===== config.mk =====
export PLATFORM = sky130hd
export DESIGN_NAME = reset_sequencer
export DESIGN_NICKNAME = d
export VERILOG_FILES = /design/src/rtl/reset_seq_pkg.sv /design/src/rtl/reset_seq_cnt.sv /design/src/rtl/reset_sequencer.sv
export SDC_FILE = /design/constraint.sdc
export NUM_CORES = 1
export LEC_CHECK = 0
export BUFFER_PORTS_ARGS = -buffer_cell sky130_fd_sc_hd__clkbuf_2
export CELL_PAD_IN_SITES_DETAIL_PLACEMENT = 0
export CELL_PAD_IN_SITES_GLOBAL_PLACEMENT = 1
export CORE_AREA = 4 4 41 43
export DETAILED_ROUTE_END_ITERATION = 7
export DIE_AREA = 0 0 45 47
export PLACE_DENSITY = 0.68
export SETUP_SLACK_MARGIN = 0.02
export SYNTH_ARGS = -nofsm -noshare
export SYNTH_HDL_FRONTEND = slang
export SYNTH_SLANG_ARGS = --single-unit

===== constraint.sdc =====
create_clock -name CLK -period 1.8 [get_ports CLK]
set_input_delay 0 -clock CLK [delete_from_list [all_inputs] [get_ports CLK]]
set_output_delay 0 -clock CLK [all_outputs]
set_load 0.02 [all_outputs]

===== src/rtl/reset_seq_pkg.sv =====
// Shared definitions for the reset sequencer: state encoding and counter sizing.
package reset_seq_pkg;

  typedef enum logic [1:0] {
    ST_HOLD = 2'd0,
    ST_RUN  = 2'd1,
    ST_SWA  = 2'd2
  } state_t;

  // Width needed to hold the larger of the two delay loads.
  function automatic int cnt_width(input int rst_delay, input int sw_hold);
    int m;
    m = (rst_delay > sw_hold) ? rst_delay : sw_hold;
    return $clog2(m + 1);
  endfunction

endpackage


===== src/rtl/reset_seq_cnt.sv =====
// Loadable down-counter; load wins over dec, and it never wraps below zero.
module reset_seq_cnt #(
  parameter int CW = 4
) (
  input  logic          CLK,
  input  logic          load,
  input  logic [CW-1:0] load_val,
  input  logic          dec,
  output logic [CW-1:0] cnt,
  output logic          zero
);

  always_ff @(posedge CLK) begin
    if (load)
      cnt <= load_val;
    else if (dec && (cnt != '0))
      cnt <= cnt - 1'b1;
  end

  assign zero = (cnt == '0);

endmodule


===== src/rtl/reset_sequencer.sv =====
// Stretches the platform reset into a registered active-low reset and adds a
// software-requested reset with a REQ/ACK handshake.
module reset_sequencer
  import reset_seq_pkg::*;
#(
  parameter int RSTDELAY = 15,
  parameter int SWHOLD   = 8
) (
  input  logic CLK,
  input  logic RST,
  input  logic SW_RST_REQ,
  output logic SW_RST_ACK,
  output logic RESET_OUT_N,
  output logic RESET_DONE
);

  localparam int CW = cnt_width(RSTDELAY, SWHOLD);
  localparam logic [CW-1:0] RST_LOAD = CW'(RSTDELAY);
  localparam logic [CW-1:0] SW_LOAD  = CW'(SWHOLD - 1);

  state_t        state, state_d;
  logic          sw_pend, pend_d;
  logic          out_n_d, done_d, ack_d;
  logic          load, dec, zero;
  logic [CW-1:0] load_val, cnt;

  reset_seq_cnt #(.CW(CW)) u_cnt (
    .CLK      (CLK),
    .load     (load),
    .load_val (load_val),
    .dec      (dec),
    .cnt      (cnt),
    .zero     (zero)
  );

  always_comb begin
    state_d  = state;
    pend_d   = sw_pend;
    out_n_d  = RESET_OUT_N;
    done_d   = 1'b0;
    ack_d    = 1'b0;
    load     = 1'b0;
    load_val = RST_LOAD;
    dec      = 1'b0;
    if (RST) begin
      load = 1'b1;
    end else begin
      case (state)
        ST_HOLD: begin
          if (!zero) begin
            dec = 1'b1;
          end else begin
            state_d = ST_RUN;
            out_n_d = 1'b1;
            done_d  = 1'b1;
            ack_d   = sw_pend;
            pend_d  = 1'b0;
          end
        end
        // Ignoring REQ while ACK is high keeps a requester that drops REQ on ACK
        // from retriggering.
        ST_RUN: begin
          if (SW_RST_REQ && !SW_RST_ACK) begin
            state_d  = ST_SWA;
            load     = 1'b1;
            load_val = SW_LOAD;
            out_n_d  = 1'b0;
            pend_d   = 1'b1;
          end
        end
        ST_SWA: begin
          if (!zero) begin
            dec = 1'b1;
          end else begin
            state_d = ST_HOLD;
            load    = 1'b1;
          end
        end
        default: begin
          state_d = ST_HOLD;
          load    = 1'b1;
          out_n_d = 1'b0;
          pend_d  = 1'b0;
        end
      endcase
    end
  end

  always_ff @(posedge CLK) begin
    if (RST) begin
      state       <= ST_HOLD;
      sw_pend     <= 1'b0;
      RESET_OUT_N <= 1'b0;
      RESET_DONE  <= 1'b0;
      SW_RST_ACK  <= 1'b0;
    end else begin
      state       <= state_d;
      sw_pend     <= pend_d;
      RESET_OUT_N <= out_n_d;
      RESET_DONE  <= done_d;
      SW_RST_ACK  <= ack_d;
    end
  end

endmodule


==> run_results.csv, run 1 <==
group,metric,value,unit
status,status,"finished clean",
clock_network,clock_latency,260,ps
routing,via_per_inst,5.000,
timing,grt_setup_unrepaired,"no",
hold_path,min_from,"RST",
critical_path,timing.rr.start,"u_cnt.cnt[0]",
synth,synthesis.area_per_instance,10.56,um2
pwr,vdd.ir_drop.worst,357.7,uV
hold_path,min_path_cells,2,
routing,drt_first_pass_iters,4,
floorplanning,die_y,47,um
placement,detailedPlacementHpwl,522.7,um
placement,numPortBuffers,5,
global_route,maximum_number_of_pins_on_one_net_before_global_route_repair,9,
timing,period_share,0.9245,
critical_path,critical_path.slowest_cell,"edfxtp_1",
pwr,p_per_area,904.0,nW/um2
timing,fmax,0.6009,GHz
finish,layout.cells.most_common_list,"dfxtp_1, nand2_1, clkbuf_2",
timing,fin_worst_skew,0.8872,ps
clock_network,cts.repair.resized,0,
finish,multi_input_gate_area,177.7,um2
global_route,grt.total_usage,0.08990,
critical_path,crit_path_end_kind,"register",
critical_path,reg2reg_depth,6,
routing,highest-signal-layer,"met4",
synth,synth.lib_cells_used.distinct,20,
synth,synth.net_count,45,
routing,antenna_violating_nets_post_route,0,
global_route,antenna_found_initial,0,
finish,syn2layout_area_growth,18.50,%
clock_network,cts_buffers,3,
clock_network,cts_setup_buffers,0,
hold_path,hold_path_class,"in2reg",
clock_network,cts_num_sinks,10,
timing,final-setup-viol-count,0,
flow_run,number_of_maximum_capacitance_constraint_violations,0,
clock_network,clock_tree.buffer_depth,2,
critical_path,worst-setup-path-type,"reg2reg",
timing,max_slew.worst_pin.slew,301.8,ps
routing,wl_per_cell,10.31,um
finish,final_util,0.3942,
timing,period_minus_slack,1664,ps
clock_network,cts_max_level,1,
routing,dr_wl_met3,28,um
global_route,number_of_global_route_vias_before_repair,310,
floorplanning,floorplan.initialDensity,0.3327,
critical_path,cp-startpoint,"u_cnt.cnt[0]",
routing,drc_errors,0,
floorplanning,io_pins,6,
global_route,grt-ovfl-total,0,
critical_path,kind_of_start_point_of_the_critical_path,"register",
finish,final_nets,55,
clock_network,root_buffer,"clkbuf_4",
synth,synthesis.area,432.9,um2
timing,timing_max_transition_violations_final,0,
finish,fillerInstances,147,
pwr,total_leakage_power,0.0002053,uW
finish,layout.cells.most_common,"dfxtp_1",
placement,preCtsSetupSlack,140.2,ps
synth,yosys_warnings,0,
synth,synth.area.top_cells,"dfxtp_1, edfxtp_1, a21oi_1",
finish,area.sequential,240.2,um2
floorplanning,num_rows,13,
global_route,grt_first_pass_wirelength,1269,um
routing,wl_met2,310,um
critical_path,cp.arrival,1680,ps
synth,synth-seq-cells,10,
timing,postLayoutSetupSlackWorst,135.9,ps
clock_network,clkSlewWorstSetupHoldPaths,60,ps
synth,instance_count_of_the_mapped_netlist,41,
timing,final_hold_viol_count,0,
timing,worst_slew_margin_rel,0.7983,
floorplanning,die_w,45,um
floorplanning,floorplan.die_area,2115,um2
critical_path,crit_path_cells,"inv_1 > ha_1 > nor3b_2 > or2_1 > a211oi_2 > nand2_1",
clock_network,cts_hold_buffers,0,
placement,gpl.final_weighted_congestion,0.7092,
routing,routed_wirelength,670,um
routing,vias,325,
critical_path,required,1810,ps
floorplanning,floorplan.core_area,1301,um2
timing,sum_of_negative_setup_slack,0,ps
finish,insertedDiodeCount,0,
synth,post-synth-top-area-cell,"dfxtp_1",
critical_path,critical_path_peak_fanout,3,
finish,fraction_of_final_layout_cells_with_drive_strength_greater_than_1,0.2800,
synth,netlist.area_leader.share,0.2775,
routing,first_iter_violations,11,
clock_network,tritoncts,"done",
synth,ys_seq_area_frac,0.5549,
critical_path,timing.critical_path.slowest_cell_delay,360,ps
routing,wl_met1,303,um
## per-stage QoR
stage / cells / total power, uW / instance area, um2 / hold slack [ps]
5_1_grt: 65 / 493.7 / 513.0 / 14.96
3_3_place_gp: 61 / 270.6 / 476.7 / 285.0
3_5_place_dp: 61 / 271.3 / 476.7 / 293.4
2_1_floorplan: 41 / 263.3 / 432.9 / 69.07
4_1_cts: 65 / 473.8 / 513.0 / 7.023
6_report: 65 / 463.8 / 513.0 / 8.900
## cell usage after synthesis
cell and instances:
xnor2_1 2, and2_1 1, nor2_1 4, nand2_1 5
a2111oi_1 1, o21ai_0 1, inv_2 1, a211oi_2 1
edfxtp_1 4, and2b_4 1, nor3b_2 1, ha_1 1
nor3_1 1, o21ai_1 1, dfxtp_1 6, and3b_1 1
nor4_2 1, or2_1 1, a21oi_1 4, inv_1 3
## worst paths after layout
| path | slack [ps] | to |
|---|---|---|
| setup / recovery | 140 | u_cnt.cnt[0] |
| hold / removal | 9 | state[1] |
| setup reg to reg | 140 | u_cnt.cnt[0] |
| hold reg to reg | 460 | SW_RST_ACK |
## sequential cells by signal (all words and copies together) (netlist names)
register / count
SW_RST_ACK: 1
RESET_DONE: 1
RESET_OUT_N: 1
sw_pend: 1
u_cnt.cnt: 4
state: 2
## area by class of cell
cell class	count	area share
clock buffer	4	0.07073
timing repair buffer	5	0.04878
sequential	10	0.4683
multi-input combinational	27	0.3463
inverter	4	0.02927
tap	15	0.03659
## routing by layer
metal / GRT usage / up-vias
met5: 0 / -
met4: 0.08772 / 0
met2: 0.1328 / 8
li1: - / 161
met1: 0.1044 / 152
met3: 0.02299 / 4
## cells by family after synthesis
logic type      count (synthesis)  synth area share
fa+ha+maj                       1           0.02890
compound gates                  8            0.1214
xor+xnor                        2           0.04047
buf+inv                         4           0.03467
flops                          10            0.5549
simple gates                   16            0.2197
## worst max-delay path: cells and delay by family (launching register included)
| kind | cells | cell delay [ps] |
|---|---|---|
| buffers and inverters | 1 | 50 |
| adders and majority gates | 1 | 210 |
| AOI/OAI and AO/OA | 1 | 300 |
| DFF | 1 | 360 |
| and+or+nand+nor | 3 | 490 |
## where the power goes
| part | total, uW | switching (uW) | internal [uW] |
|---|---|---|---|
| registers | 246 | 3.98 | 242 |
| logic | 19.8 | 10.2 | 9.63 |
| clock network | 198 | 75.5 | 123 |
(Power assumes the default switching activity.)
==> inputs of run 2 (changes only) <==
- PLACE_DENSITY: 0.68 -> 0.75
- SYNTH_HIERARCHICAL: default -> 1
==> run 2 against run 1 <==
  * Synthesized cell count increased by 20%
  * Cell count grew 25%
  * Die area stayed put
  * Highest routed layer unchanged
==> run_results.csv, run 2 <==
group,metric,value,unit
synth,synth.area.top_cells,"dfxtp_1, edfxtp_1, nor4b_4",
timing,grt_setup_unrepaired,"yes",
global_route,maximum_number_of_pins_on_one_net_before_global_route_repair,9,
clock_network,cts_hold_buffers,0,
pwr,power_switching_share,0.3084,
placement,place_inst,73,
finish,fillerInstances,123,
finish,multi_input_gate_area,265.3,um2
synth,synth_common_cells,"dfxtp_1, nand2_1, edfxtp_1, inv_1",
synth,netlist.area_leader.share,0.2388,
floorplanning,floorplan.core_area,1301,um2
floorplanning,die_y,47,um
pwr,vdd.ir_drop.worst,492.1,uV
clock_network,clock_latency,250,ps
synth,synthesis.area,503.0,um2
pwr,total_power,869.1,uW
pwr,power_spent_charging_and_discharging_nets,268.1,uW
floorplanning,die_w,45,um
routing,drc_errors,0,
pwr,p_per_area,1321,nW/um2
synth,synth_enable_flop_cells,4,
critical_path,timing.critical_path.slowest_cell_delay,420,ps
synth,fraction_of_synthesis_flops_using_an_asynchronous_set_or_reset_pin,0,
routing,via_per_inst,4.802,
clock_network,cts_num_sinks,10,
synth,yosys_warnings,6,
critical_path,critical_path_peak_fanout,4,
routing,wl_per_cell,10.75,um
placement,gpl.final_weighted_congestion,0.7305,
timing,timing_max_transition_violations_final,0,
synth,synth.lib_cells_used.distinct,28,
synth,synth_top_flop_cell,"dfxtp_1",
finish,largest-register,"u_cnt/cnt",
global_route,grt-ovfl-total,0,
clock_network,tritoncts,"done",
finish,syn2layout_area_growth,30.85,%
global_route,number_of_global_route_vias_before_repair,371,
routing,first_iter_violations,3,
timing,fin_worst_skew,2.917,ps
global_route,grt.total_usage,0.1043,
critical_path,critical_path.slowest_cell,"edfxtp_1",
finish,stdcell_count,81,
routing,routed_wirelength,871,um
placement,preCtsSetupSlack,49.82,ps
timing,period_share,0.9740,
critical_path,worst-setup-path-type,"reg2reg",
synth,instance_count_of_the_mapped_netlist,49,
finish,insertedDiodeCount,0,
critical_path,kind_of_start_point_of_the_critical_path,"register",
critical_path,crit_path_end_kind,"register",
floorplanning,io_pins,6,
hold_path,hold_path_class,"in2reg",
finish,reg.largest.list,"u_cnt/cnt x4, state x2",
critical_path,crit_path_cells,"inv_1 > ha_2 > nor3b_4 > nor3_2 > o22ai_2 > or2b_1 > o31a_1",
global_route,grt_first_pass_wirelength,1504,um
timing,fmax,0.5704,GHz
critical_path,cp.arrival,1760,ps
timing,final-setup-viol-count,0,
finish,layout.cells.most_common_list,"dfxtp_1, nand2_1, buf_4, clkbuf_2",
critical_path,number_of_buffer_and_inverter_instances_along_the_worst_setup_path,1,
routing,drt_first_pass_iters,4,
pwr,internal_power,601.1,uW
global_route,antenna_found_initial,0,
finish,final_nets,71,
clock_network,root_buffer,"clkbuf_4",
flow_run,number_of_maximum_capacitance_constraint_violations,0,
pwr,power.share.clock,0.176,
clock_network,clkSlewWorstSetupHoldPaths,60,ps
floorplanning,floorplan.die_area,2115,um2
critical_path,required,1810,ps
routing,vias,389,
pwr,total_leakage_power,0.0002824,uW
finish,area.sequential,240.2,um2
timing,period_minus_slack,1753,ps
finish,largest_register_ff_count,4,
critical_path,cp_top_family,"simple AND/OR/NAND/NOR gates",
synth,ys_seq_area_frac,0.4776,
pwr,power_frac_comb,0.368,
floorplanning,floorplan.initialDensity,0.3865,
routing,antenna_violating_nets_post_route,0,
finish,final_util,0.5058,
clock_network,clock_tree.buffer_depth,2,
clock_network,cts_buffers,3,
synth,post-synth-top-area-cell,"dfxtp_1",
synth,synth-seq-cells,10,
synth,synthesis.area_per_instance,10.26,um2
finish,fraction_of_final_layout_cells_with_drive_strength_greater_than_1,0.3485,
placement,numPortBuffers,5,
pwr,seq_power_share,0.456,
status,status,"finished clean",
clock_network,cts_max_level,1,
floorplanning,num_rows,13,
timing,final_hold_viol_count,0,
timing,postLayoutSetupSlackWorst,46.74,ps
placement,detailedPlacementHpwl,650.3,um
timing,hold-worst-slack,46.79,ps
## run 2: changes by cell type after synthesis, sizes merged, moves of 2 or more
cell,previous run,this run
nor2,4,2
a21oi,4,1
o31a,0,2
nor4b,0,2
o21bai,0,2
## run 2: power groups by stage
| stage | registers (uW) | clock network, uW | logic [uW] |
|---|---|---|---|
| after global routing | 405 | 175 | 353 |
| after floorplan | 397 | 0 | 190 |
| final | 396 | 153 | 320 |
| after detailed placement | 401 | 0 | 267 |
| after CTS | 396 | 163 | 270 |
| after global placement | 398 | 0 | 265 |
## run 2: worst reg2reg max path, delay by kind of cell, from the launching register on
kind | cells | cell delay (ps)
and+or+nand+nor | 3 | 550
adders and majority gates | 1 | 180
AOI/OAI and AO/OA | 2 | 270
buffers and inverters | 1 | 80
DFF | 1 | 420
## run 2: cell type report
cell class              count  share of cell area
multi-input cells          35              0.4030
clock buffers               4             0.03992
flip-flops and latches     10              0.3650
well taps                  15             0.02852
repair buffers             13              0.1407
inverters                   4             0.02281
## run 2: worst paths after layout
path,startpoint,end,slack (ps),depth (start not counted)
min,RST,RESET_DONE,50,2
min reg2reg,sw_pend,SW_RST_ACK,510,1
max reg2reg,u_cnt/cnt[0],u_cnt/cnt[3],50,7
max,u_cnt/cnt[0],u_cnt/cnt[3],50,7
## run 2: routing by layer
layer / wire, um / vias to the layer above / GRT usage
met5: 0 / - / 0
met4: 15 / 0 / 0.08772
met3: 15 / 2 / 0.02299
met2: 443 / 1 / 0.1751
met1: 396 / 180 / 0.1116
li1: - / 206 / -
## run 2: per-stage QoR
stage,setup TNS (ps),area [um2]
after floorplan,0,530.5
after global placement,0,588.1
after detailed placement,0,588.1
after CTS,0,614.3
after global routing,-98.07,658.1
final,0,658.1
## run 2: cell families (layout without fill, tap and decap cells)
family / count (synthesis) / after routing / synth area share
AOI/OAI and AO/OA: 9 / 9 / 0.1368
adders and majority gates: 1 / 1 / 0.02487
muxes: 1 / 1 / 0.01990
and+or+nand+nor: 20 / 20 / 0.2562
other: 1 / 3 / 0.007456
DFF: 10 / 10 / 0.4776
xor gates and xnor gates: 1 / 1 / 0.01742
buffers and inverters: 6 / 21 / 0.05968
## run 2: repair_timing
| item | in CTS | in global routing |
|---|---|---|
| endpoints found under the setup margin | 0 | 8 |
| resized for setup | 0 | 3 |
| buffers inserted | 0 | 4 |
==> inputs of run 3 (changes only) <==
==> constraint.sdc (replaced) <==
create_clock -name CLK -period 2 [get_ports CLK]
set_input_delay 0 -clock CLK [delete_from_list [all_inputs] [get_ports CLK]]
set_output_delay 0 -clock CLK [all_outputs]
set_load 0.05 [all_outputs]
==> run 3 against run 2 <==
  * Clock-buffer cell count did not move
  * Non-clock buffer count down 5
  * Combinational power down 23%
  * Sequential power fell by 12%
  * Die area unchanged
  * Sequential share of layout area increased by 2.4 points
  * Worst hold slack lost 4.6 ps
  * Core utilization fell by 3.1 points
  * Via count decreased by 4.6%
  * Largest power group unchanged
==> run_results.csv, run 3 (synthesis gave the netlist of run 2 again) <==
group,metric,value,unit
global_route,grt-ovfl-total,0,
global_route,number_of_global_route_vias_before_repair,335,
finish,final_nets,66,
status,status,"finished clean",
clock_network,clock_latency,260,ps
finish,fillerInstances,134,
routing,wl_met1,414,um
pwr,vdd.ir_drop.worst,481.7,uV
routing,wl_per_cell,10.71,um
pwr,power_frac_comb,0.319,
placement,placed_area,566.8,um2
clock_network,clock_tree.buffer_depth,2,
pwr,total_power,777.2,uW
finish,reg.largest.list,"u_cnt/cnt x4, state x2",
timing,timing_max_transition_violations_final,0,
critical_path,worst-setup-path-type,"reg2reg",
critical_path,crit_path_end_kind,"register",
finish,fraction_of_final_layout_cells_with_drive_strength_greater_than_1,0.3115,
global_route,grt.total_usage,0.1002,
routing,dr_wl_met3,20,um
clock_network,cts_max_level,1,
pwr,p_per_area,1257,nW/um2
routing,wl_met2,370,um
timing,period_share,0.9148,
routing,antenna_violating_nets_post_route,0,
routing,first_iter_violations,8,
clock_network,cts_num_sinks,10,
pwr,total_leakage_power,0.0002605,uW
global_route,antenna_found_initial,0,
global_route,grt_first_pass_wirelength,1462,um
routing,routed_wirelength,814,um
pwr,power.share.clock,0.232,
finish,area.sequential,240.2,um2
finish,largest_register_ff_count,4,
floorplanning,die_w,45,um
finish,multi_input_gate_area,260.3,um2
timing,grt_setup_unrepaired,"no",
critical_path,required,2020,ps
routing,drt_first_pass_iters,4,
flow_run,number_of_maximum_capacitance_constraint_violations,0,
timing,sum_of_negative_setup_slack,0,ps
clock_network,root_buffer,"clkbuf_4",
critical_path,kind_of_start_point_of_the_critical_path,"register",
pwr,seq_power_share,0.450,
pwr,internal_power,522.2,uW
critical_path,critical_path_peak_fanout,5,
placement,numPortBuffers,5,
placement,gpl.final_weighted_congestion,0.7296,
critical_path,cp.arrival,1850,ps
timing,period_minus_slack,1830,ps
routing,highest-signal-layer,"met4",
floorplanning,floorplan.die_area,2115,um2
global_route,maximum_number_of_pins_on_one_net_before_global_route_repair,9,
routing,via_per_inst,4.882,
clock_network,clkSlewWorstSetupHoldPaths,70,ps
floorplanning,io_pins,6,
hold_path,hold_path_class,"in2reg",
routing,vias,371,
finish,largest-register,"u_cnt/cnt",
placement,detailedPlacementHpwl,575.1,um
finish,layout.cells.most_common_list,"dfxtp_1, nand2_1, clkbuf_2, inv_1, edfxtp_1",
timing,fmax,0.5466,GHz
floorplanning,floorplan.core_area,1301,um2
timing,fin_worst_skew,4.639,ps
timing,final-setup-viol-count,0,
pwr,power_spent_charging_and_discharging_nets,255.1,uW
clock_network,tritoncts,"done",
clock_network,cts_buffers,3,
timing,hold-worst-slack,42.24,ps
floorplanning,die_y,47,um
pwr,power_switching_share,0.3282,
finish,design_area,618.1,um2
finish,syn2layout_area_growth,22.89,%
routing,drc_errors,0,
floorplanning,floorplan.initialDensity,0.3865,
timing,final_hold_viol_count,0,
finish,insertedDiodeCount,0,
floorplanning,num_rows,13,
## run 3: critical path: stages, from the launching register on
cell	delay (ps)
edfxtp_1	420
inv_1	80
ha_1	160
nor3b_2	230
nor3_2	90
o22ai_2	230
or2b_1	260
o31a_1	100
## run 3: timing repair
action                     in CTS  in global routing
setup endpoints to repair       4                  8
resized for setup               1                  2
gates cloned                    0                  0
hold buffers                    0                  0
setup buffers                   0                  0
## run 3: power by group through the flow
stage	Sequential, uW	Clock, uW	Combinational (uW)
2_1_floorplan	372	0	158
3_3_place_gp	354	0	233
3_5_place_dp	353	0	239
4_1_cts	349	188	246
5_1_grt	357	196	275
6_report	349	180	248
## run 3: final cells by class
type | count | share of cell area
clock buffers | 4 | 0.05870
inverters | 4 | 0.02429
flip-flops and latches | 10 | 0.3887
repair buffers | 8 | 0.07692
multi-input cells | 35 | 0.4211
well taps | 15 | 0.03036
## run 3: worst paths after layout
| kind | start | end | slack (ps) | cells after the start |
|---|---|---|---|---|
| setup / recovery | u_cnt/cnt[0] | u_cnt/cnt[3] | 170 | 7 |
| hold / removal | RST | sw_pend | 40 | 2 |
| setup reg to reg | u_cnt/cnt[0] | u_cnt/cnt[3] | 170 | 7 |
| hold reg to reg | sw_pend | SW_RST_ACK | 500 | 1 |
## run 3: metal layers
metal | track usage | up-vias
li1 | - | 193
met1 | 0.1253 | 173
met2 | 0.1356 | 3
met3 | 0.02299 | 2
met4 | 0.1053 | 0
met5 | 0 | -
## run 3: metrics by stage
step | util | setup WS (ps) | std cells
final | 0.4750 | 170.4 | 76
after global routing | 0.4750 | 69.61 | 76
after CTS | 0.4683 | 60.23 | 76
after detailed placement | 0.4356 | 27.32 | 72
after global placement | 0.4356 | 22.87 | 72
after floorplan | - | 101.7 | 51
